==> config.mk <==
export PLATFORM = sky130hd
export DESIGN_NAME = align_add_flat
export DESIGN_NICKNAME = d
export VERILOG_FILES = /design/src/rtl/align_add_if.sv /design/src/rtl/align_add.sv /design/src/flat_wrapper.sv
export SDC_FILE = /design/constraint.sdc
export NUM_CORES = 1
export LEC_CHECK = 0
export BUFFER_PORTS_ARGS = -buffer_cell sky130_fd_sc_hd__clkbuf_2
export CORE_MARGIN = 3
export CORE_UTILIZATION = 44
export DETAILED_ROUTE_END_ITERATION = 6
export HOLD_SLACK_MARGIN = 0.05
export SLEW_MARGIN = 0
export SYNTH_ARGS = -nofsm -noshare
export SYNTH_HDL_FRONTEND = slang
export SYNTH_SLANG_ARGS = --single-unit
==> constraint.sdc <==
create_clock -name clk -period 6 [get_ports clk]
set_input_delay 0.3 -clock clk [delete_from_list [all_inputs] [get_ports clk]]
set_output_delay 0.3 -clock clk [all_outputs]
set_load 0.1 [all_outputs]
==> src/rtl/align_add_if.sv <==
// Operand/result bus of the binary16 alignment-and-add stage.
// Carries the upstream operand handshake and the downstream result handshake.
// The slave modport is the adder stage; the master modport is its environment.
interface align_add_if;
   logic        in_valid;
   logic        in_ready;
   logic [4:0]  moves;
   logic        swap;
   logic [4:0]  exp;
   logic [9:0]  Am;
   logic [9:0]  Bm;
   logic        sa;
   logic        sb;
   logic        out_valid;
   logic        out_ready;
   logic [11:0] sum;
   logic [2:0]  grs;
   logic [4:0]  exp_out;
   logic        sign_out;
   logic        zero;

   modport slave (
      input  in_valid, moves, swap, exp, Am, Bm, sa, sb, out_ready,
      output in_ready, out_valid, sum, grs, exp_out, sign_out, zero
   );

   modport master (
      output in_valid, moves, swap, exp, Am, Bm, sa, sb, out_ready,
      input  in_ready, out_valid, sum, grs, exp_out, sign_out, zero
   );
endinterface

==> src/rtl/align_add.sv <==
// Binary16 align-and-add: restores hidden bits, shifts smaller significand 1 bit/cycle, adds/subtracts.
// Latency: result valid in cycle n+2 counting the accept cycle as 0 (n = clamped shift, 0..14).
// Backpressure: in_ready only in IDLE; result held in DONE until out_ready. Macro GRS_EN keeps shifted-out bits in grs.
module align_add (
   input  logic       clk,
   input  logic       rst,
   align_add_if.slave bus
);

   typedef enum logic [1:0] {S_IDLE, S_SHIFT, S_ADD, S_DONE} state_t;

   state_t      state_q, state_d;
   logic [13:0] a_ext_q, a_ext_d;
   logic [13:0] b_ext_q, b_ext_d;
   logic [3:0]  n_q, n_d;
   logic        sub_q, sub_d;
   logic        sign_big_q, sign_big_d;
   logic [4:0]  exp_q, exp_d;
   logic [11:0] sum_q, sum_d;
   logic [2:0]  grs_q, grs_d;
   logic        sign_q, sign_d;
   logic        zero_q, zero_d;

   logic [4:0]  sh;
   logic [4:0]  e_small;
   logic        h_a, h_b;
   logic [4:0]  n_raw;
   logic [3:0]  n_clamp;
   logic [14:0] r;
   logic        r_sign;

   // State register; reset abandons any in-flight operation
   always_ff @(posedge clk) begin
      if (rst) state_q <= S_IDLE;
      else     state_q <= state_d;
   end

   // Next-state: skip SHIFT for aligned operands, leave SHIFT on the last shift cycle
   always_comb begin
      state_d = state_q;
      case (state_q)
         S_IDLE:  if (bus.in_valid) state_d = (n_clamp != 4'd0) ? S_SHIFT : S_ADD;
         S_SHIFT: if (n_q == 4'd1) state_d = S_ADD;
         S_ADD:   state_d = S_DONE;
         S_DONE:  if (bus.out_ready) state_d = S_IDLE;
         default: state_d = S_IDLE;
      endcase
   end

   // Outputs: handshake from state, result fields straight from registers
   always_comb begin
      bus.in_ready  = (state_q == S_IDLE);
      bus.out_valid = (state_q == S_DONE);
      bus.sum       = sum_q;
      bus.grs       = grs_q;
      bus.exp_out   = exp_q;
      bus.sign_out  = sign_q;
      bus.zero      = zero_q;
   end

   // Datapath: operand setup on accept, sticky right shift, then magnitude add/sub
   always_comb begin
      a_ext_d    = a_ext_q;
      b_ext_d    = b_ext_q;
      n_d        = n_q;
      sub_d      = sub_q;
      sign_big_d = sign_big_q;
      exp_d      = exp_q;
      sum_d      = sum_q;
      grs_d      = grs_q;
      sign_d     = sign_q;
      zero_d     = zero_q;
      r          = 15'd0;
      r_sign     = sign_big_q;

      // Upstream gives A.exp-B.exp; negate it when B was the larger operand
      sh      = bus.swap ? (5'd0 - bus.moves) : bus.moves;
      e_small = bus.exp - sh;
      h_a     = (bus.exp != 5'd0);
      h_b     = (e_small != 5'd0);
      // A subnormal smaller operand sits at exponent 1, one place less to shift
      n_raw   = sh - {4'd0, (e_small == 5'd0) && h_a};
      n_clamp = (n_raw > 5'd14) ? 4'd14 : n_raw[3:0];

      case (state_q)
         S_IDLE: begin
            if (bus.in_valid) begin
               a_ext_d    = {h_a, bus.Am, 3'b000};
               b_ext_d    = {h_b, bus.Bm, 3'b000};
               n_d        = n_clamp;
               sub_d      = bus.sa ^ bus.sb;
               sign_big_d = bus.swap ? bus.sb : bus.sa;
               exp_d      = bus.exp;
            end
         end
         S_SHIFT: begin
`ifdef GRS_EN
            b_ext_d = {1'b0, b_ext_q[13:2], b_ext_q[1] | b_ext_q[0]};
`else
            b_ext_d = {1'b0, b_ext_q[13:4], 3'b000};
`endif
            n_d = n_q - 4'd1;
         end
         S_ADD: begin
            if (!sub_q) begin
               r = {1'b0, a_ext_q} + {1'b0, b_ext_q};
            end else if (b_ext_q <= a_ext_q) begin
               r = {1'b0, a_ext_q} - {1'b0, b_ext_q};
            end else begin
               r      = {1'b0, b_ext_q} - {1'b0, a_ext_q};
               r_sign = ~sign_big_q;
            end
            sum_d  = r[14:3];
`ifdef GRS_EN
            grs_d  = r[2:0];
`else
            grs_d  = 3'b000;
`endif
            zero_d = (r == 15'd0);
            sign_d = (r == 15'd0) ? 1'b0 : r_sign;
         end
         default: ;
      endcase
   end

   // Datapath and result registers
   always_ff @(posedge clk) begin
      if (rst) begin
         a_ext_q    <= 14'd0;
         b_ext_q    <= 14'd0;
         n_q        <= 4'd0;
         sub_q      <= 1'b0;
         sign_big_q <= 1'b0;
         exp_q      <= 5'd0;
         sum_q      <= 12'd0;
         grs_q      <= 3'd0;
         sign_q     <= 1'b0;
         zero_q     <= 1'b0;
      end else begin
         a_ext_q    <= a_ext_d;
         b_ext_q    <= b_ext_d;
         n_q        <= n_d;
         sub_q      <= sub_d;
         sign_big_q <= sign_big_d;
         exp_q      <= exp_d;
         sum_q      <= sum_d;
         grs_q      <= grs_d;
         sign_q     <= sign_d;
         zero_q     <= zero_d;
      end
   end

endmodule

==> src/flat_wrapper.sv <==
// flat-port wrapper written by rule: the top's interface ports become plain ports
module align_add_flat 
  (clk, rst, bus_in_valid, bus_moves, bus_swap, bus_exp, bus_Am, bus_Bm, bus_sa, bus_sb, bus_out_ready, bus_in_ready, bus_out_valid, bus_sum, bus_grs, bus_exp_out, bus_sign_out, bus_zero);
  align_add_if bus_i ();
  input  logic clk;
  input  logic rst;
  input wire logic [$bits(bus_i.in_valid)-1:0] bus_in_valid;
  input wire logic [$bits(bus_i.moves)-1:0] bus_moves;
  input wire logic [$bits(bus_i.swap)-1:0] bus_swap;
  input wire logic [$bits(bus_i.exp)-1:0] bus_exp;
  input wire logic [$bits(bus_i.Am)-1:0] bus_Am;
  input wire logic [$bits(bus_i.Bm)-1:0] bus_Bm;
  input wire logic [$bits(bus_i.sa)-1:0] bus_sa;
  input wire logic [$bits(bus_i.sb)-1:0] bus_sb;
  input wire logic [$bits(bus_i.out_ready)-1:0] bus_out_ready;
  output wire logic [$bits(bus_i.in_ready)-1:0] bus_in_ready;
  output wire logic [$bits(bus_i.out_valid)-1:0] bus_out_valid;
  output wire logic [$bits(bus_i.sum)-1:0] bus_sum;
  output wire logic [$bits(bus_i.grs)-1:0] bus_grs;
  output wire logic [$bits(bus_i.exp_out)-1:0] bus_exp_out;
  output wire logic [$bits(bus_i.sign_out)-1:0] bus_sign_out;
  output wire logic [$bits(bus_i.zero)-1:0] bus_zero;
  assign bus_i.in_valid = bus_in_valid;
  assign bus_i.moves = bus_moves;
  assign bus_i.swap = bus_swap;
  assign bus_i.exp = bus_exp;
  assign bus_i.Am = bus_Am;
  assign bus_i.Bm = bus_Bm;
  assign bus_i.sa = bus_sa;
  assign bus_i.sb = bus_sb;
  assign bus_i.out_ready = bus_out_ready;
  assign bus_in_ready = bus_i.in_ready;
  assign bus_out_valid = bus_i.out_valid;
  assign bus_sum = bus_i.sum;
  assign bus_grs = bus_i.grs;
  assign bus_exp_out = bus_i.exp_out;
  assign bus_sign_out = bus_i.sign_out;
  assign bus_zero = bus_i.zero;
  align_add u_core (.clk(clk), .rst(rst), .bus(bus_i));
endmodule
==> results of run 1 <==
==> synth_stat cells (3+ instances only) <==
library cell  number  share of area, %
nor3_1             5              0.62
a211oi_1          17               3.2
nand4_1            5              0.78
mux2i_1           14               3.5
inv_1             47               4.4
xor2_1             9               2.0
nor2b_1            5              0.78
a31oi_1            7               1.1
o21a_1             5              0.93
nand2b_1           4              0.62
a21o_1             5              0.93
buf_4              6               1.1
xnor2_1           10               2.2
dfxtp_1           49                24
nand4b_1           3              0.65
o211ai_1           5              0.93
nor4_1             4              0.62
nand3_1            6              0.75
o21ai_0           21               2.6
fa_1               3               1.5
o31ai_1            3              0.56
nor2_1            53               5.0
ha_1              43                13
a211o_1            4              0.87
nand2_1           63               5.9
clkbuf_1          15               1.4
a21oi_1           43               5.4
==> cell type report <==
type | instances | area share [%]
multi-input cells | 395 | 61.8
flip-flops and latches | 49 | 22.3
repair buffers | 58 | 6.65
inverters | 47 | 4.01
well taps | 108 | 3.07
clock buffers | 5 | 1.56
clock inverters | 3 | 0.597
==> tightest hold or removal path: stages <==
cell and delay (ns):
clkbuf_2 0.08, nand2_1 0.05, a21oi_1 0.05
==> per-layer routing <==
| metal | part of all wire (%) | wire, um | track usage, % | vias up |
|---|---|---|---|---|
| met2 | 47 | 5010 | 35.6 | 132 |
| met3 | 5.9 | 629 | 3.37 | 24 |
| met5 | 0 | 0 | 0 | - |
| li1 | - | - | - | 1882 |
| met4 | 2.1 | 219 | 5.93 | 0 |
| met1 | 45 | 4780 | 28.1 | 1730 |
==> path summary, 6_finish.rpt <==
path / start / endpoint / slack (ns) / cells past startpoint
setup / recovery: u_core.b_ext_q[9] / u_core.bus.zero / 2.62 / 11
hold / removal: bus_Am[5] / u_core.a_ext_q[8] / 0.20 / 3
setup reg to reg: u_core.b_ext_q[9] / u_core.bus.zero / 2.62 / 11
hold reg to reg: u_core.bus.exp_out[3] / u_core.bus.exp_out[3] / 0.47 / 2
==> power by group through the flow <==
| stage | logic (mW) | registers (mW) | clock network (mW) |
|---|---|---|---|
| after floorplan | 1.27 | 0.666 | 0 |
| after CTS | 1.76 | 0.524 | 0.226 |
| after detailed placement | 1.75 | 0.532 | 0 |
| final | 1.78 | 0.524 | 0.218 |
| after global placement | 1.75 | 0.526 | 0 |
| after global routing | 1.95 | 0.545 | 0.238 |
==> cell families (layout without fill, tap and decap cells) <==
group | count (synthesis) | in the layout | share of synthesized area (%)
xor+xnor | 19 | 19 | 4.14
other cells | 1 | 3 | 0.0933
compound gates | 144 | 144 | 24.8
simple gates | 167 | 167 | 19.7
buf+inv | 73 | 113 | 8.03
flops | 49 | 49 | 24.4
fa+ha+maj | 47 | 47 | 15.1
mux | 15 | 15 | 3.77
==> cell usage in the layout, fill, tap and decap left out, drive strengths merged, types with 14 or more instances in the layout <==
cell and n:
dfxtp 49, nor2 53, clkbuf 62, a211oi 18, nand2 64, o21ai 24
mux2i 14, a21oi 45, ha 43, inv 48
==> registers in the layout, indices dropped and copies added, names as in the netlist <==
name	count
u_core.bus.exp_out	5
u_core.b_ext_q	11
u_core.bus.zero	1
u_core.n_q	4
u_core.sub_q	1
u_core.sign_big_q	1
u_core.bus.sum	12
u_core.bus.sign_out	1
u_core.state_q	2
u_core.a_ext_q	11
==> per-stage QoR <==
stage | instances | utilization [%] | hold slack, ns
finish | 665 | 50.0 | 0.198
CTS | 665 | 50.0 | 0.196
global route | 665 | 50.0 | 0.201
detailed placement | 657 | 48.9 | 0.454
global placement | 657 | 48.9 | 0.445
floorplan | 517 | - | 0.436
==> impl_metrics.env, run 1 <==
export IMPL_wl_per_cell_um=16.0
export IMPL_drive_gt1_share_pct=15.3
export IMPL_clock_sinks=49
export IMPL_finalWorstSetupSlack_ns=2.62
export IMPL_portBuffers=57
export IMPL_drtIter0Drc=238
export IMPL_p_total_mw=2.52
export IMPL_nFillCells=895
export IMPL_ys_warn_count=0
export IMPL_combPwrFrac_pct=70.6
export IMPL_yosysUniqueCellTypes=76
export IMPL_crit_top_cell="nor2_1"
export IMPL_clock_latency_ns=0.31
export IMPL_syn_cell_area_mm2=0.00402
export IMPL_relSlewSlack_pct=34.7
export IMPL_ctsResizeCount=0
export IMPL_max_stage_delay_ns=0.73
export IMPL_synth_edff_count=0
export IMPL_h_tree_depth=2
export IMPL_crit_family="compound AO/OA/AOI/OAI gates"
export IMPL_gp_congestion=0.954
export IMPL_p_leak_nw=1.88
export IMPL_power_frac_clock_pct=8.6
export IMPL_grt_max_degree=48
export IMPL_fmax_mhz=296
export IMPL_p_sw_mw=1.44
export IMPL_die_x_um=102
export IMPL_p_seq_share_pct=20.8
export IMPL_antenna_found_initial=0
export IMPL_worstSetupStartpointType="flip-flop"
export IMPL_clockBufferDepth=2
export IMPL_fp_dieArea_mm2=0.0103
export IMPL_root_buffer="clkbuf_8"
export IMPL_maxSlewViolCount=0
export IMPL_worst_path_max_delay_cell="a2111oi_0"
export IMPL_area_growth_pct=9.56
export IMPL_cts_tree="done"
export IMPL_setup_tns_final_ns=0
export IMPL_cp_end_kind="flip-flop"
export IMPL_firstDrtPassIters=5
export IMPL_clkTransAtPathRegs_ns=0.11
export IMPL_multi_input_area_mm2=0.00272
export IMPL_power_internal_mw=1.09
export IMPL_async_flop_share_pct=0
export IMPL_crit_chain="inv_1 -> ha_1 -> nand4_4 -> nor2_1 -> a21o_1 -> a221oi_1 -> a2111oi_0 -> nor2_1 -> nand4b_1 -> nor4_2 -> a31o_1"
export IMPL_ys_seq_elements=49
export IMPL_path_class="reg2reg"
export IMPL_cp_data_required_time_ns=6.22
export IMPL_first_global_vias=3555
export IMPL_via_per_inst=5.67
export IMPL_hold_buffers=0
export IMPL_place_hpwl_mm=8.20
export IMPL_hold_viol=0
export IMPL_setup_viol=0
export IMPL_die_y_um=102
export IMPL_post_place_ws_ns=2.44
export IMPL_numCtsBuffers=5
export IMPL_grt_usage_pct=21.2
export IMPL_num_vias=3768
export IMPL_max_cap_violations=0
export IMPL_swShare_pct=56.9
export IMPL_p_per_area_mw_per_mm2=573
export IMPL_initial_core_util_pct=45.6
export IMPL_ant_nets=0
export IMPL_path_max_fanout=11
export IMPL_drc=0
export IMPL_post_cts_buffers=0
export IMPL_core_mm2=0.00881
export IMPL_rsz0062_at_grt="no"
export IMPL_regArea_um2=981
export IMPL_rows=34
export IMPL_insertedDiodeCount=0
export IMPL_grt_pass1_wl_mm=17.4
export IMPL_fin_nets=639
export IMPL_ir_worst_vdd_mv=0.256
export IMPL_ys_seq_area_share_pct=24.4
export IMPL_finClkSkew_ns=0.00864
export IMPL_io_pins=61
export IMPL_min_period_ns=3.38
export IMPL_synthFlopType="dfxtp_1"
export IMPL_hold_path_class="in2reg"
export IMPL_wirelength_mm=10.6
export IMPL_placed_cell_area_mm2=0.00431
export IMPL_synthCells=515
export IMPL_fin_crit_sh_pct=56.3
export IMPL_finalInstanceArea_mm2=0.00440
export IMPL_status="complete, no violations"
export IMPL_grt_overflow_total=0
export IMPL_path_buf_inv=1
export IMPL_worst_slew_pin_slew_ns=0.980
export IMPL_syn_area_per_cell_um2=7.80
export IMPL_worstPathArrival_ns=3.60
(Power assumes the default switching activity.)
==> inputs of run 2 (changes only) <==
Settings changed: PLACE_DENSITY set to 0.67.
Clock period 6 ns to 3.1 ns, I/O delays scaled along.
==> run 2 against run 1 <==
Compared with the run above: clock power is 95% higher; utilization is 7.0 points higher; wire length is 9.8% higher; non-clock buffer count is 62 higher; first-iteration DRC count is 21% lower; global-route usage is 1.4 points higher; cell count is 9.3% higher; clock skew is 0.0038 ns higher; critical path depth is 3 higher; register-to-register slack worse by 2.6 ns; total power is 130% higher; critical path type unchanged.
==> impl_metrics.env, run 2 (synthesis gave the netlist of run 1 again) <==
export IMPL_status="complete, no violations"
export IMPL_root_buffer="clkbuf_8"
export IMPL_grt_usage_pct=22.5
export IMPL_first_global_vias=3772
export IMPL_setup_viol=0
export IMPL_hold_path_depth=3
export IMPL_via_per_inst=5.50
export IMPL_path_max_fanout=5
export IMPL_grt_max_degree=47
export IMPL_portBuffers=57
export IMPL_h_tree_depth=2
export IMPL_clkTransAtPathRegs_ns=0.11
export IMPL_hold_path_class="in2reg"
export IMPL_die_x_um=102
export IMPL_drc=0
export IMPL_maxSlewViolCount=0
export IMPL_final_common_cell="nand2_1"
export IMPL_clock_latency_ns=0.32
export IMPL_finClkSkew_ns=0.0124
export IMPL_nFillCells=808
export IMPL_wirelength_mm=11.7
export IMPL_worst_slew_pin_slew_ns=0.541
export IMPL_rr_worst_depth=14
export IMPL_firstDrtPassIters=5
export IMPL_fin_nets=701
export IMPL_fmax_mhz=325
export IMPL_initial_core_util_pct=45.6
export IMPL_cp_end_kind="flip-flop"
export IMPL_clock_sinks=49
export IMPL_gp_congestion=0.926
export IMPL_regArea_um2=986
export IMPL_fp_dieArea_mm2=0.0103
export IMPL_worstSetupStartpointType="flip-flop"
export IMPL_clockBufferDepth=2
export IMPL_cts_tree="done"
export IMPL_numCtsBuffers=5
export IMPL_path_class="reg2reg"
export IMPL_wl_per_cell_um=16.1
export IMPL_place_inst=712
export IMPL_max_cap_violations=0
export IMPL_insertedDiodeCount=0
export IMPL_drive_gt1_share_pct=28.3
export IMPL_fin_crit_sh_pct=99.3
export IMPL_io_pins=61
export IMPL_p_leak_nw=2.21
export IMPL_hold_viol=0
export IMPL_p_per_area_mw_per_mm2=1160
export IMPL_cp_data_required_time_ns=3.30
export IMPL_largest_reg_flops=12
export IMPL_die_y_um=102
export IMPL_final_cell_mix="63 x nand2_1, 60 x buf_4, 57 x clkbuf_2, 51 x nor2_1, 47 x inv_1"
export IMPL_ant_nets=0
export IMPL_antenna_found_initial=0
export IMPL_hold_slack_ns=0.0595
export IMPL_layout_cells_non_filler=727
export IMPL_core_mm2=0.00881
export IMPL_worstPathArrival_ns=3.28
export IMPL_multi_input_area_mm2=0.00286
export IMPL_num_vias=4001
export IMPL_rows=34
export IMPL_place_hpwl_mm=8.88
export IMPL_grt_pass1_wl_mm=18.5
export IMPL_area_growth_pct=24.8
export IMPL_ir_worst_vdd_mv=0.467
export IMPL_drtIter0Drc=187
export IMPL_relSlewSlack_pct=64.0
export IMPL_grt_overflow_total=0
export IMPL_min_period_ns=3.08
run 2: cell type report:
class                   count  share of cell area, %
clock buffers               5                   1.37
clock inverters             3                  0.524
inverters                  47                   3.52
multi-input cells         395                   56.9
flip-flops and latches     49                   19.7
well taps                 108                   2.69
repair buffers            120                   15.3
run 2: power by group:
group          switching, mW  leakage, nW  internal [mW]
registers              0.137        0.403          0.812
logic                   2.66         1.77           1.76
clock network          0.261       0.0423          0.165
run 2: routing by layer:
metal	wire (um)	up-vias	GRT usage, %
li1	-	2002	-
met1	5180	1870	29.7
met2	5710	120	38.4
met3	695	9	3.10
met4	111	0	6.34
met5	0	-	0
run 2: repair_timing:
action / in CTS / in global routing
gates resized for setup: 2 / 39
endpoints found under the setup margin: 1 / 5
cloned: 0 / 0
hold buffers: 2 / 0
setup buffers: 0 / 5
pin swaps: 0 / 19
hold endpoints to repair: 2 / 0
run 2: stage by stage:
step | total power, mW | worst slack [ns] | utilization (%) | setup TNS [ns] | area (um2)
3_3_place_gp | 4.98 | 0.0247 | 53.6 | 0 | 4720
5_1_grt | 6.23 | -0.100 | 57.0 | -0.193 | 5020
2_1_floorplan | 3.75 | 0.0696 | - | 0 | 4030
6_report | 5.80 | 0.0230 | 57.0 | 0 | 5020
4_1_cts | 5.48 | 0.0144 | 55.0 | 0 | 4850
3_5_place_dp | 5.02 | -0.135 | 53.6 | -0.226 | 4720
run 2: worst paths after layout:
| path | to | startpoint | slack, ns |
|---|---|---|---|
| max | u_core.bus.sign_out | u_core.b_ext_q[3] | 0.02 |
| min | u_core.a_ext_q[5] | bus_Am[2] | 0.06 |
| max reg2reg | u_core.bus.sign_out | u_core.b_ext_q[3] | 0.02 |
| min reg2reg | u_core.bus.exp_out[0] | u_core.bus.exp_out[0] | 0.46 |
run 2: worst max-delay path, stage by stage (launching register included):
cell      delay, ns
dfxtp_2        0.34
inv_1          0.04
ha_1           0.21
fa_2           0.36
nand3b_4       0.18
a21oi_4        0.20
o221ai_4       0.17
buf_4          0.18
buf_4          0.12
a21oi_1        0.19
o31a_1         0.21
xnor2_2        0.10
nand4b_1       0.23
nor4_4         0.30
o32ai_2        0.12
==> inputs of run 3 (changes only) <==
Settings changed: REMOVE_ABC_BUFFERS set to 1.
==> run 3 against run 2 <==
Compared with the run above: sequential share of layout area is 0.16 points higher; via count is 1.8% lower; design area is 1.3% lower; clock-buffer cell count stayed put; first-iteration DRC count is 3.7% higher; critical path depth is 3 lower; flip-flop and latch count stayed put; utilization is 0.75 points lower; critical endpoint is now u_core.bus.zero.
==> impl_metrics.env, run 3 (synthesis gave the netlist of run 1 again) <==
export IMPL_fin_nets=699
export IMPL_worstSetupStartpointType="flip-flop"
export IMPL_die_x_um=102
export IMPL_cp_data_required_time_ns=3.32
export IMPL_worstHoldStart="bus_Am[3]"
export IMPL_clockBufferDepth=2
export IMPL_drc=0
export IMPL_finalInstanceArea_mm2=0.00495
export IMPL_worstPathArrival_ns=3.18
export IMPL_drive_gt1_share_pct=25.0
export IMPL_fp_dieArea_mm2=0.0103
export IMPL_largest_reg_flops=12
export IMPL_p_per_area_mw_per_mm2=1130
export IMPL_status="complete, no violations"
export IMPL_wirelength_mm=10.5
export IMPL_clkTransAtPathRegs_ns=0.11
export IMPL_hold_path_class="in2reg"
export IMPL_wl_per_cell_um=14.4
export IMPL_clock_latency_ns=0.32
export IMPL_worst_slew_pin_slew_ns=0.541
export IMPL_max_cap_violations=0
export IMPL_cp_startpoint="u_core.b_ext_q[4]"
export IMPL_rsz0062_at_grt="yes"
export IMPL_num_vias=3928
export IMPL_place_hpwl_mm=8.23
export IMPL_grt_usage_pct=20.1
export IMPL_setup_viol=0
export IMPL_finClkSkew_ns=0.0157
export IMPL_die_y_um=102
export IMPL_hold_viol=0
export IMPL_ir_worst_vdd_mv=0.952
export IMPL_grt_max_degree=47
export IMPL_rows=34
export IMPL_grt_pass1_wl_mm=16.9
export IMPL_r2r_start="u_core.b_ext_q[4]"
export IMPL_numCtsBuffers=5
export IMPL_cp_end_kind="flip-flop"
export IMPL_via_per_inst=5.42
export IMPL_placed_cell_area_mm2=0.00471
export IMPL_maxSlewViolCount=0
export IMPL_relSlewSlack_pct=64.1
export IMPL_min_period_ns=2.96
export IMPL_final_common_cell="nand2_1"
export IMPL_first_global_vias=3544
export IMPL_h_tree_depth=2
export IMPL_p_leak_nw=2.20
export IMPL_path_max_fanout=5
export IMPL_portBuffers=57
export IMPL_antenna_found_initial=0
export IMPL_firstDrtPassIters=5
export IMPL_area_growth_pct=23.2
export IMPL_fmax_mhz=337
export IMPL_cts_tree="done"
export IMPL_insertedDiodeCount=0
export IMPL_io_pins=61
export IMPL_final_cell_mix="63 x nand2_1, 58 x buf_4, 57 x clkbuf_2, 53 x nor2_1, 49 x dfxtp_1"
export IMPL_ant_nets=0
export IMPL_gp_congestion=0.963
export IMPL_core_mm2=0.00881
export IMPL_p_total_mw=5.60
export IMPL_root_buffer="clkbuf_8"
export IMPL_drtIter0Drc=194
export IMPL_path_class="reg2reg"
export IMPL_fin_crit_sh_pct=95.6
export IMPL_clock_sinks=49
export IMPL_grt_overflow_total=0
export IMPL_initial_core_util_pct=45.6
==> run 3: per-layer routing <==
layer | track usage, % | routed length, um | up-vias
li1 | - | - | 2000
met4 | 4.70 | 147 | 0
met1 | 28.7 | 4990 | 1789
met2 | 32.3 | 4780 | 127
met3 | 2.48 | 534 | 12
met5 | 0 | 0 | -
==> run 3: critical path: stages (launching register included) <==
cell,delay [ns]
dfxtp_1,0.35
inv_1,0.10
ha_1,0.39
nor2b_1,0.17
o2111a_1,0.27
or2_2,0.30
o21ai_1,0.22
o21ai_0,0.12
a211o_1,0.29
a32oi_1,0.32
nor4_2,0.11
a31o_1,0.23
==> run 3: final cells by class <==
type                       count  area [um2]
timing repair buffer         118         751
tap                          108         135
sequential                    49         981
inverter                      47         176
clock buffer                   5        68.8
clock inverter                 3        47.5
multi-input combinational    395        2790
fill                         837        3860
==> run 3: timing repair <==
item	CTS	global route
setup endpoints to repair	0	5
hold buffers	3	0
hold endpoints to repair	3	0
setup buffers	0	4
resized for setup	0	18
==> run 3: final timing paths <==
kind	depth (start not counted)	slack, ns	to
worst min register to register	2	0.46	u_core.bus.exp_out[3]
worst max register to register	11	0.14	u_core.bus.zero
worst max-delay path	11	0.14	u_core.bus.zero
worst min-delay path	3	0.05	u_core.a_ext_q[6]
==> run 3: through the flow <==
step	TNS [ns]	utilization, %	instances	hold WS [ns]	setup slack (ns)
finish	0	56.2	725	0.0520	0.136
global route	-0.0211	56.2	725	0.0610	-0.0202
CTS	0	55.1	721	0.0504	0.0273
detailed placement	-0.254	53.4	710	0.384	-0.156
global placement	0	53.4	710	0.379	0.00117
floorplan	-0.0178	-	491	0.224	-0.0178
==> run 3: where the power goes <==
| part | leakage (nW) | switching (mW) | internal (mW) |
|---|---|---|---|
| clock network | 0.0591 | 0.251 | 0.247 |
| registers | 0.402 | 0.136 | 0.807 |
| logic | 1.74 | 2.49 | 1.67 |
| total | 2.20 | 2.88 | 2.72 |
